<file path="config.mk">
export PLATFORM = sky130hd
export DESIGN_NAME = fir_stream_sequencer
export DESIGN_NICKNAME = d
export VERILOG_FILES = /design/src/rtl/fir_pkg.sv /design/src/rtl/fir_result_serializer.sv /design/src/rtl/fir_stream_sequencer.sv
export SDC_FILE = /design/constraint.sdc
export NUM_CORES = 1
export LEC_CHECK = 0
export ABC_AREA = 1
export CORE_MARGIN = 2
export CORE_UTILIZATION = 53
export DETAILED_ROUTE_END_ITERATION = 16
export GPL_ROUTABILITY_DRIVEN = 0
export PLACE_DENSITY = 0.83
export SLEW_MARGIN = 30
export SYNTH_ARGS = -nofsm -noshare
export SYNTH_HDL_FRONTEND = slang
export SYNTH_SLANG_ARGS = --single-unit
</file>
<file path="constraint.sdc">
create_clock -name clkIn -period 4.2 [get_ports clkIn]
set_input_delay 0.42 -clock clkIn [delete_from_list [all_inputs] [get_ports clkIn]]
set_output_delay 0.42 -clock clkIn [all_outputs]
set_load 0.005 [all_outputs]
</file>
<file path="src/rtl/fir_pkg.sv">
// Shared definitions for the block FIR front-end.
//   IN_SAMPLE_WIDTH  : width of one raw input sample (signed).
//   OUT_SAMPLE_WIDTH : width of one filtered result from the filter core.
//   MAX_SAMPLES_NUM  : largest block size any instance may be built with.
//   seq_state_t      : sequencer FSM states.
package fir_pkg;

  localparam int unsigned IN_SAMPLE_WIDTH  = 16;
  localparam int unsigned OUT_SAMPLE_WIDTH = 32;
  localparam int unsigned MAX_SAMPLES_NUM  = 8;

  typedef enum logic [1:0] {
    IDLE,
    RUN,
    DRAIN
  } seq_state_t;

endpackage

</file>
<file path="src/rtl/fir_result_serializer.sv">
// Result capture and valid/ready serialiser for the block FIR.
//   clkIn, nResetIn   : clock, asynchronous active-low reset.
//   captureIn         : load captureDataIn and start emitting from sample 0.
//   captureDataIn     : packed filter results, sample 0 in the MSB slice.
//   resultReadyIn     : downstream accepts resultOut.
//   resultOut         : current result (0 when not valid).
//   resultValidOut    : resultOut valid.
//   lastAcceptedOut   : single-cycle pulse when the final result is accepted.
module fir_result_serializer
  import fir_pkg::*;
#(
  parameter int unsigned SAMPLES_NUM = 4
) (
  input  logic                                  clkIn,
  input  logic                                  nResetIn,
  input  logic                                  captureIn,
  input  logic [OUT_SAMPLE_WIDTH*SAMPLES_NUM-1:0] captureDataIn,
  input  logic                                  resultReadyIn,
  output logic [OUT_SAMPLE_WIDTH-1:0]           resultOut,
  output logic                                  resultValidOut,
  output logic                                  lastAcceptedOut
);

  localparam int unsigned ResW = OUT_SAMPLE_WIDTH * SAMPLES_NUM;
  localparam int unsigned IdxW = $clog2(MAX_SAMPLES_NUM);

  logic [ResW-1:0] resultQ, resultD;
  logic [IdxW-1:0] idxQ, idxD;
  logic            validQ, validD;
  logic            accept;
  logic            lastAccept;

  assign accept     = validQ && resultReadyIn;
  assign lastAccept = accept && (idxQ == IdxW'(SAMPLES_NUM - 1));

  always_comb begin
    resultD = resultQ;
    idxD    = idxQ;
    validD  = validQ;
    if (captureIn) begin
      resultD = captureDataIn;
      idxD    = '0;
      validD  = 1'b1;
    end else if (lastAccept) begin
      idxD   = '0;
      validD = 1'b0;
    end else if (accept) begin
      idxD = idxQ + IdxW'(1);
    end
  end

  // Sample k lives in slice N-1-k, so the first result comes from the top.
  always_comb begin
    resultOut = '0;
    if (validQ) begin
      for (int unsigned i = 0; i < SAMPLES_NUM; i++) begin
        if (idxQ == IdxW'(i)) begin
          resultOut = resultQ[OUT_SAMPLE_WIDTH*(SAMPLES_NUM-1-i) +: OUT_SAMPLE_WIDTH];
        end
      end
    end
  end

  assign resultValidOut  = validQ;
  assign lastAcceptedOut = lastAccept;

  always_ff @(posedge clkIn or negedge nResetIn) begin
    if (!nResetIn) begin
      resultQ <= '0;
      idxQ    <= '0;
      validQ  <= 1'b0;
    end else begin
      resultQ <= resultD;
      idxQ    <= idxD;
      validQ  <= validD;
    end
  end

endmodule

</file>
<file path="src/rtl/fir_stream_sequencer.sv">
// Streaming front-end and sequencer for the block FIR filter.
// Packs SAMPLES_NUM input samples, launches the filter with a one-cycle start,
// holds the filter input until done, then serialises the packed results.
//   clkIn, nResetIn            : clock, asynchronous active-low reset.
//   sampleIn/ValidIn/ReadyOut  : input sample stream.
//   firStartOut, firDataOut    : filter launch pulse and held block input.
//   firBusyIn, firDoneIn       : filter status.
//   firDataIn                  : filter packed results.
//   resultOut/ValidOut/ReadyIn : output result stream.
//   errOut                     : sticky protocol error.
module fir_stream_sequencer
  import fir_pkg::*;
#(
  parameter int unsigned SAMPLES_NUM = 4
) (
  input  logic                                   clkIn,
  input  logic                                   nResetIn,
  input  logic [IN_SAMPLE_WIDTH-1:0]             sampleIn,
  input  logic                                   sampleValidIn,
  output logic                                   sampleReadyOut,
  output logic                                   firStartOut,
  input  logic                                   firBusyIn,
  input  logic                                   firDoneIn,
  output logic [IN_SAMPLE_WIDTH*SAMPLES_NUM-1:0]  firDataOut,
  input  logic [OUT_SAMPLE_WIDTH*SAMPLES_NUM-1:0] firDataIn,
  output logic [OUT_SAMPLE_WIDTH-1:0]            resultOut,
  output logic                                   resultValidOut,
  input  logic                                   resultReadyIn,
  output logic                                   errOut
);

  localparam int unsigned PackW = IN_SAMPLE_WIDTH * SAMPLES_NUM;
  localparam int unsigned CntW  = $clog2(MAX_SAMPLES_NUM + 1);

  seq_state_t       stateQ, stateD;
  logic [PackW-1:0] packQ, packD;
  logic [PackW-1:0] firDataQ, firDataD;
  logic [CntW-1:0]  packCountQ, packCountD;
  logic             firStartQ, firStartD;
  logic             errQ, errD;
  logic             packFull;
  logic             sampleAccept;
  logic             launch;
  logic             capture;
  logic             lastAccepted;

  assign packFull       = (packCountQ == CntW'(SAMPLES_NUM));
  assign sampleReadyOut = !packFull;
  assign sampleAccept   = sampleValidIn && !packFull;

  // Packing is free-running so the next block fills while this one runs.
  // Launch and acceptance are exclusive because launch requires a full pack.
  always_comb begin
    packD      = packQ;
    packCountD = packCountQ;
    if (sampleAccept) begin
      for (int unsigned i = 0; i < SAMPLES_NUM; i++) begin
        if (packCountQ == CntW'(i)) begin
          packD[IN_SAMPLE_WIDTH*i +: IN_SAMPLE_WIDTH] = sampleIn;
        end
      end
      packCountD = packCountQ + CntW'(1);
    end
    if (launch) begin
      packCountD = '0;
    end
  end

  always_comb begin
    stateD    = stateQ;
    firStartD = 1'b0;
    firDataD  = firDataQ;
    errD      = errQ;
    launch    = 1'b0;
    capture   = 1'b0;
    unique case (stateQ)
      IDLE: begin
        if (packFull && !firBusyIn) begin
          launch    = 1'b1;
          firStartD = 1'b1;
          firDataD  = packQ;
          stateD    = RUN;
        end
      end
      RUN: begin
        if (firDoneIn) begin
          capture = 1'b1;
          stateD  = DRAIN;
        end else if (!firStartQ && !firBusyIn) begin
          // firStartQ marks the first RUN cycle, before busy can respond.
          errD = 1'b1;
        end
      end
      DRAIN: begin
        if (lastAccepted) begin
          stateD = IDLE;
        end
      end
      default: stateD = IDLE;
    endcase
    if (firDoneIn && (stateQ != RUN)) begin
      errD = 1'b1;
    end
  end

  fir_result_serializer #(
    .SAMPLES_NUM(SAMPLES_NUM)
  ) uSerializer (
    .clkIn          (clkIn),
    .nResetIn       (nResetIn),
    .captureIn      (capture),
    .captureDataIn  (firDataIn),
    .resultReadyIn  (resultReadyIn),
    .resultOut      (resultOut),
    .resultValidOut (resultValidOut),
    .lastAcceptedOut(lastAccepted)
  );

  assign firStartOut = firStartQ;
  assign firDataOut  = firDataQ;
  assign errOut      = errQ;

  always_ff @(posedge clkIn or negedge nResetIn) begin
    if (!nResetIn) begin
      stateQ     <= IDLE;
      packQ      <= '0;
      packCountQ <= '0;
      firDataQ   <= '0;
      firStartQ  <= 1'b0;
      errQ       <= 1'b0;
    end else begin
      stateQ     <= stateD;
      packQ      <= packD;
      packCountQ <= packCountD;
      firDataQ   <= firDataD;
      firStartQ  <= firStartD;
      errQ       <= errD;
    end
  end

endmodule

</file>
# --- Word-level counts from Yosys, hierarchy flattened ---
# Index checks and enable logic that the tools add are counted.
totals:
  ff_bits: 268
  inputBits: 150
  out_inout_bits: 100
classes:
  n_addsub: 2
  eq_ne: 14
  muxes: 24
  n_reduce_logical: 24
op_table:
  columns: ["operator", "n"]
  rows:
  - ["$mux W32", 5]
  - ["$mux W1", 10]
  - ["$reduce_and A2 Y1", 5]
  - ["$mux W3", 3]
  - ["$eq A4 B2 Y1 const B", 2]
  - ["$mux W4", 2]
  - ["$reduce_bool A2 Y1", 4]
  - ["$eq A3 B2 Y1 const B", 2]
  - ["$logic_and A1 B1 Y1", 6]
  - ["$mux W2", 3]
  - ["$ne A2 B2 Y1 const B", 3]
  - ["$pmux W2 S3", 1]
  - ["$reduce_and A3 Y1", 2]
  - ["$add A4 B1 Y4 const B", 1]
  - ["$eq A4 B1 Y1 const B", 1]
  - ["$eq A4 B3 Y1 const B", 1]
  - ["$logic_not A4 Y1", 1]
  - ["$ne A2 B1 Y1 const B", 2]
  - ["$add A3 B1 Y3 const B", 1]
  - ["$eq A3 B1 Y1 const B", 1]
  - ["$logic_not A1 Y1", 3]
  - ["$logic_not A3 Y1", 1]
  - ["$reduce_bool A3 Y1", 1]
  - ["$eq A2 B1 Y1 const B", 1]
  - ["other kinds (2)", 2]

# --- Longest topological paths before layout ---
# Gate-level depths: netlist of the first run.
depth:
  word_depth: 6
  ltp_mapped: 12

# --- By module ---
# Synthesis of the first run repeated with hierarchy kept, for this count alone.
hier_totals:
  cells_unflattened: 1402
  hier_area_um2: 11668.7
modules_own_cells:
  columns: ["module", "instances", "cells_per_inst", "area_per_inst_um2", "seq_area_each_um2"]
  rows:
  - ["fir_result_serializer", 1, 854, 6454.9, 3303.2]
  - ["fir_stream_sequencer", 1, 548, 5213.8, 3403.3]

# --- Worst setup path before layout of the first run ---
# OpenSTA, ideal clock, no wires.
synth_path:
  path_type: "flip-flop to output port"
  start: "register uSerializer.idxQ[0]"
  end: "output port resultOut[10]"
  arrival_time_ps: 1443
  required_time_ps: 3780
  slack_ps: 2337
  path_stages_with_launch: 10
  cell_sequence: "dfrtp_1 inv_1 ha_1 inv_1 nor2_1 clkbuf_1 nand2_1 nand3_1 nand2_1 a21oi_1"
synth_between:
  elab_chain_len: 6
  elab_cells_between_ends: 9
  cone_classes: "3 x eq/ne; 5 x mux; 1 x reduce/logical"
synth_rtl:
  columns: ["element", "line_no", "source"]
  rows:
  - ["from (decl)", "fir_result_serializer.sv:28", "logic [IdxW-1:0] idxQ, idxD;"]
  - ["from (signal assigned)", "fir_result_serializer.sv:74", "idxQ <= idxD;"]
  - ["$logic_not A3 Y1", "fir_result_serializer.sv:57", "if (idxQ == IdxW'(i)) begin"]
  - ["$mux W32 (3 in a row)", "fir_result_serializer.sv:57", null]
  - ["$mux W32 *", "fir_result_serializer.sv:57", null]
  - ["$mux W32 *", "fir_result_serializer.sv:55", "if (validQ) begin"]
  - ["to (decl)", "fir_stream_sequencer.sv:26", "output logic [OUT_SAMPLE_WIDTH-1:0] resultOut,"]
# Every way passes the cells marked *; elsewhere a longest branch is shown, timed or not.

# --- Worst setup path in the final report of the first run ---
layout_path:
  start: "register uSerializer.idxQ[2]"
  end: "output port resultOut[4]"
# Same word-level chain as after synthesis.

==> flow_summary.toml, run 1 <==
[logic_synthesis]
ys_top_cells_by_area = "dfrtp_1 58%, nand2_1 21%, o21ai_0 5.7%"
synth_area_mm2 = 0.0115
avgSynthCellArea_um2 = 8.23
synth_fp_nets = 1556
yosysUniqueCellTypes = 21
synth-edff-count = 0
synth_commonest_cells = "655 x nand2_1, 268 x dfrtp_1, 130 x o21ai_0, 72 x nand3_1, 61 x inv_1"
syn_inst = 1398
synth_top_area_share_pct = 58.3
async_flop_share_pct = 100
seq_area_frac_synth_pct = 58.3
yosys_warnings = 0
synth_top_area_cell = "dfrtp_1"
synth_most_common_cell = "nand2_1"
synth-seq-cells = 268
synth_ff_type = "dfrtp_1"

[die]
design.core.area_mm2 = 0.0212
design.die.area_mm2 = 0.0229
initial_core_util_pct = 54.4
die_h_um = 151
die-width_um = 151
pin_count = 250
row_count = 53

[setup_path]
timing.rr.start = "uSerializer.idxQ[2]"
rr_worst_depth = 7
path_class = "flip-flop to primary output"
startpoint_type = "flip-flop"
cp.arrival_ns = 3.23
path_delay_family = "buffers and inverters"
r2r_setup_slack_ns = 1.91
crit_start = "uSerializer.idxQ[2]"
slowest_stage = "clkdlybuf4s50_1"
critPathMaxStageDelay_ns = 0.49
reg2reg_to = "uSerializer.idxQ[0]"
cp-endpoint = "resultOut[4]"
critPathBufInv = 3
crit_chain = "inv_2 -> nand2_2 -> buf_4 -> or2_2 -> nand2_1 -> a21oi_1 -> clkdlybuf4s50_1"
cp_data_required_time_ns = 3.78
cp.depth = 7
critical_path.endpoint_type = "primary output"
cp_max_fo = 35

[cts]
cts_buffer_depth = 3
cts-root-buf = "clkbuf_16"
clock_latency_ns = 0.54
path_clk_slew_ns = 0.06
htree_levels = 1
clock_sinks = 268
cts_tree = "yes"
cts_buffers = 28
cts_resized = 0
cts_setup_buffers = 0

[job]
maxCapViolCount = 0

[grt]
grt_overflow_total = 0
grt_max_degree = 162
grt.total_usage_pct = 27.7
grt_pass1_vias = 9831
antenna_found_initial = 1
grt_pass1_wl_mm = 50.3

[detailed_routing]
wl_per_cell_um = 16.7
drcViolationCount = 0
drt_iter0_drc = 803
drt_wl_total_mm = 31.8
num_vias = 9986
first_pass_iters = 5
detail_route.vias_per_cell = 5.24
ant_nets = 0

[placed_design]
dp_hpwl_mm = 21.2
dp.cells = 1854
io_buffers = 249

[final_layout]
syn2layout_area_growth_pct = 31.8
final_cell_count_no_fill = 1907
nets = 1768
final_layout_size_suffix_gt1_share_pct = 6.50

[timing]
fmax_mhz = 274
setup_violations = 0
hold_ws_ns = 0.414
hold_viol_final = 0
drv_slew = 0
post-route-min-period_ns = 3.65
setup-tns-final_ns = 0
slew_headroom_pct = 38.7
finalCritPeriodShare_pct = 86.9
worst_pin_slew_ns = 0.920
skew_ns = 0.0151
rsz0062_at_grt = "false"

[power_and_ir_drop]
total_power_uw = 10900
ir_drop_mv = 0.368
powerDensity_mw_per_mm2 = 721
leakage_uw = 0.00755

[outcome]
status = "finished clean"

[worst_hold_path]
hp-class = "input port to async pin"
layout by cell type, fill, tap and decap left out, types with 2 or more instances in the layout:
master,Yosys,layout
a21oi_1,34,34
buf_12,0,3
buf_4,15,10
bufinv_16,0,4
clkbuf_1,55,4
clkbuf_16,0,29
clkbuf_8,0,7
clkdlybuf4s50_1,0,248
clkinv_2,0,6
dfrtp_1,268,267
ha_1,8,7
inv_1,61,61
inv_2,4,3
nand2_1,655,653
nand2_2,1,3
nand3_1,72,71
nand4_1,3,3
nor2_1,40,39
nor3_1,2,2
o21ai_0,130,130
o31ai_1,2,2
or2_2,32,32
xor2_1,2,2
worst min-delay path by stage:
stage                               endpoint
detailed placement  uSerializer.resultQ[120]
floorplan                             errOut
CTS                  uSerializer.resultQ[25]
global placement                      errOut
finish              uSerializer.resultQ[120]
global route         uSerializer.resultQ[44]
where the power goes:
group          switching, µW  internal [µW]
clock                   1010           1630
sequential               683           3720
combinational           2060           1830
per-stage QoR:
step,setup WS [ns],utilization [%],area (µm²)
after floorplan,2.34,-,11500
final,0.552,71.7,15200
after global routing,0.391,71.6,15200
after global placement,1.21,66.7,14100
after detailed placement,1.13,66.9,14100
after CTS,0.564,71.6,15200
cells by family (layout without fill, tap and decap cells):
kind of cell,count (synthesis),after routing,synth area share [%]
other,0,1,0
AO/OA/AOI/OAI,167,167,7.33
XOR/XNOR,2,2,0.152
flip-flops,268,268,58.3
adder cells (fa/ha/maj),8,8,0.870
buffers and inverters,147,380,5.38
AND/OR/NAND/NOR,806,806,28.0
area by class of cell:
| class | instances | area [µm²] |
|---|---|---|
| flip-flops and latches | 268 | 6710 |
| clock buffers | 40 | 837 |
| multi-input cells | 983 | 4190 |
| well taps | 275 | 344 |
| diodes | 1 | 2.50 |
| clock inverters | 11 | 159 |
| inverters | 65 | 246 |
| repair buffers | 264 | 2670 |
| fillers | 1598 | 6000 |
per-layer routing:
layer  track usage, %  vias up  wire (µm)
met5                0        -          0
met4             11.0        0       1310
met1             37.2     4743      13100
met2             44.7      386      14800
li1                 -     4776          -
met3             5.51       81       2600
repair_timing:
item,4_1_cts,5_1_grt
hold endpoints to repair,57,0
hold buffers,1,0
setup endpoints to repair,0,0
sequential cells by signal (all words and copies together) (netlist names):
name / flops
errOut: 1
firDataOut: 64
firStartOut: 1
packCountQ: 4
packQ: 64
stateQ: 2
uSerializer.idxQ: 3
uSerializer.resultQ: 128
uSerializer.resultValidOut: 1
worst register-to-register path: cells and delay by family, from the launching register on:
kind / cells / cell delay (ns)
AND/OR/NAND/NOR: 4 / 0.82
buffers and inverters: 3 / 0.96
flip-flops: 1 / 0.40
No activity file was read; power rests on OpenSTA's default activity.
==> run 2, diff against run 1 <==
--- a/config.mk
+++ b/config.mk
@@ -6,6 +6,7 @@
 export NUM_CORES = 1
 export LEC_CHECK = 0
 export ABC_AREA = 1
+export CORE_ASPECT_RATIO = 1.2
 export CORE_MARGIN = 2
 export CORE_UTILIZATION = 53
 export DETAILED_ROUTE_END_ITERATION = 16
==> flow_summary.toml, run 2 (synthesis results as in run 1) <==
[outcome]
status = "finished clean"

[timing]
rsz0062_at_grt = "false"
skew_ns = 0.00941
worst_pin_slew_ns = 0.753
setup-tns-final_ns = 0
setup_violations = 0
hold_ws_ns = 0.400
post-route-min-period_ns = 3.56
finalCritPeriodShare_pct = 84.7
hold_viol_final = 0
fmax_mhz = 281
slew_headroom_pct = 49.8
drv_slew = 0

[cts]
path_clk_slew_ns = 0.06
cts_tree = "yes"
cts_buffers = 27
cts-root-buf = "clkbuf_16"
clock_latency_ns = 0.53
htree_levels = 1
cts_buffer_depth = 3
cts_resized = 0
clock_sinks = 268

[die]
row_count = 59
die-width_um = 138
design.die.area_mm2 = 0.0229
die_h_um = 165
initial_core_util_pct = 53.5
pin_count = 250
design.core.area_mm2 = 0.0215

[setup_path]
critPathMaxStageDelay_ns = 0.49
critical_path.endpoint_type = "primary output"
crit_chain = "inv_2 -> nand2_2 -> buf_4 -> or2_2 -> nand2_1 -> a21oi_1 -> clkdlybuf4s50_1"
cp_max_fo = 43
r2r_setup_slack_ns = 1.84
startpoint_type = "flip-flop"
slowest_stage = "inv_2"
critPathBufInv = 3
cp_data_required_time_ns = 3.78
cp.arrival_ns = 3.14
path_delay_family = "buffers and inverters"
path_class = "flip-flop to primary output"

[detailed_routing]
ant_nets = 0
detail_route.vias_per_cell = 5.22
first_pass_iters = 6
drcViolationCount = 0
num_vias = 9936
drt_iter0_drc = 723
drt_wl_total_mm = 31.3
wl_per_cell_um = 16.5

[placed_design]
io_buffers = 249
dp_hpwl_mm = 20.8
dpl-instance-area_mm2 = 0.0141

[grt]
grt_overflow_total = 0
grt_pass1_wl_mm = 50.1
grt.total_usage_pct = 27.1
antenna_found_initial = 4
grt_pass1_vias = 9776
grt_max_degree = 162

[worst_hold_path]
hp-class = "input port to async pin"

[power_and_ir_drop]
powerDensity_mw_per_mm2 = 707
total_power_uw = 10600
ir_drop_mv = 0.410
leakage_uw = 0.00747

[final_layout]
syn2layout_area_growth_pct = 30.5
nets = 1768
finalInstanceArea_mm2 = 0.0150
final.fill_count = 1692
final_common_cell = "nand2_1"
top_register = "uSerializer.resultQ"
largest_reg_flops = 128
final_layout_size_suffix_gt1_share_pct = 6.15
mostFrequentLayoutCells = "653 x nand2_1, 267 x dfrtp_1, 248 x clkdlybuf4s50_1"

[job]
maxCapViolCount = 0
[run 2: worst register-to-register path, cell delays in order (launching register included)]
cell and delay, ns:
dfrtp_1 0.40, inv_2 0.49, nand2_2 0.45, buf_4 0.41, nor2_1 0.27, inv_1 0.09, nand2_1 0.06, nand2_1 0.06
[run 2: repair_timing]
item,in CTS,in global routing
setup buffers,0,0
endpoints found under the hold margin,0,54
hold buffers,0,1
[run 2: power breakdown]
part,switching [µW],internal (µW)
Combinational,2060,1830
Clock,968,1360
Sequential,666,3720
[run 2: per-stage QoR]
stage                     worst slack (ns)  cells  util [%]
after floorplan                       2.34   1398         -
after global routing                 0.475   1901      69.9
final                                0.643   1902      69.9
after global placement                1.29   1853      65.7
after CTS                            0.660   1897      69.7
after detailed placement              1.24   1853      65.7
[run 2: path summary, 6_finish.rpt]
kind	depth (start not counted)	to	start
max	7	resultOut[11]	uSerializer.idxQ[2]
min	2	uSerializer.resultQ[93]	nResetIn
max reg2reg	7	uSerializer.resultValidOut	uSerializer.idxQ[2]
min reg2reg	1	errOut	firStartOut
max in group asynchronous	4	firDataOut[63]	nResetIn
min in group clkIn	3	uSerializer.resultQ[15]	firDataIn[15]
[run 2: area by class of cell]
class,count,area [µm²],share of cell area [%]
Clock buffer,35,746,4.97
Tap cell,274,343,2.28
Timing Repair Buffer,265,2670,17.8
Multi-Input combinational cell,983,4190,27.9
Antenna cell,3,7.51,0.0500
Inverter,65,246,1.64
Clock inverter,9,104,0.692
Sequential cell,268,6710,44.7
[run 2: routing by layer]
| layer | share of wire (%) | GRT usage, % | vias up |
|---|---|---|---|
| li1 | - | - | 4773 |
| met5 | 0.077 | 0 | - |
| met1 | 39 | 33.7 | 4650 |
| met3 | 8.6 | 7.06 | 85 |
| met2 | 47 | 44.8 | 424 |
| met4 | 4.7 | 12.8 | 4 |
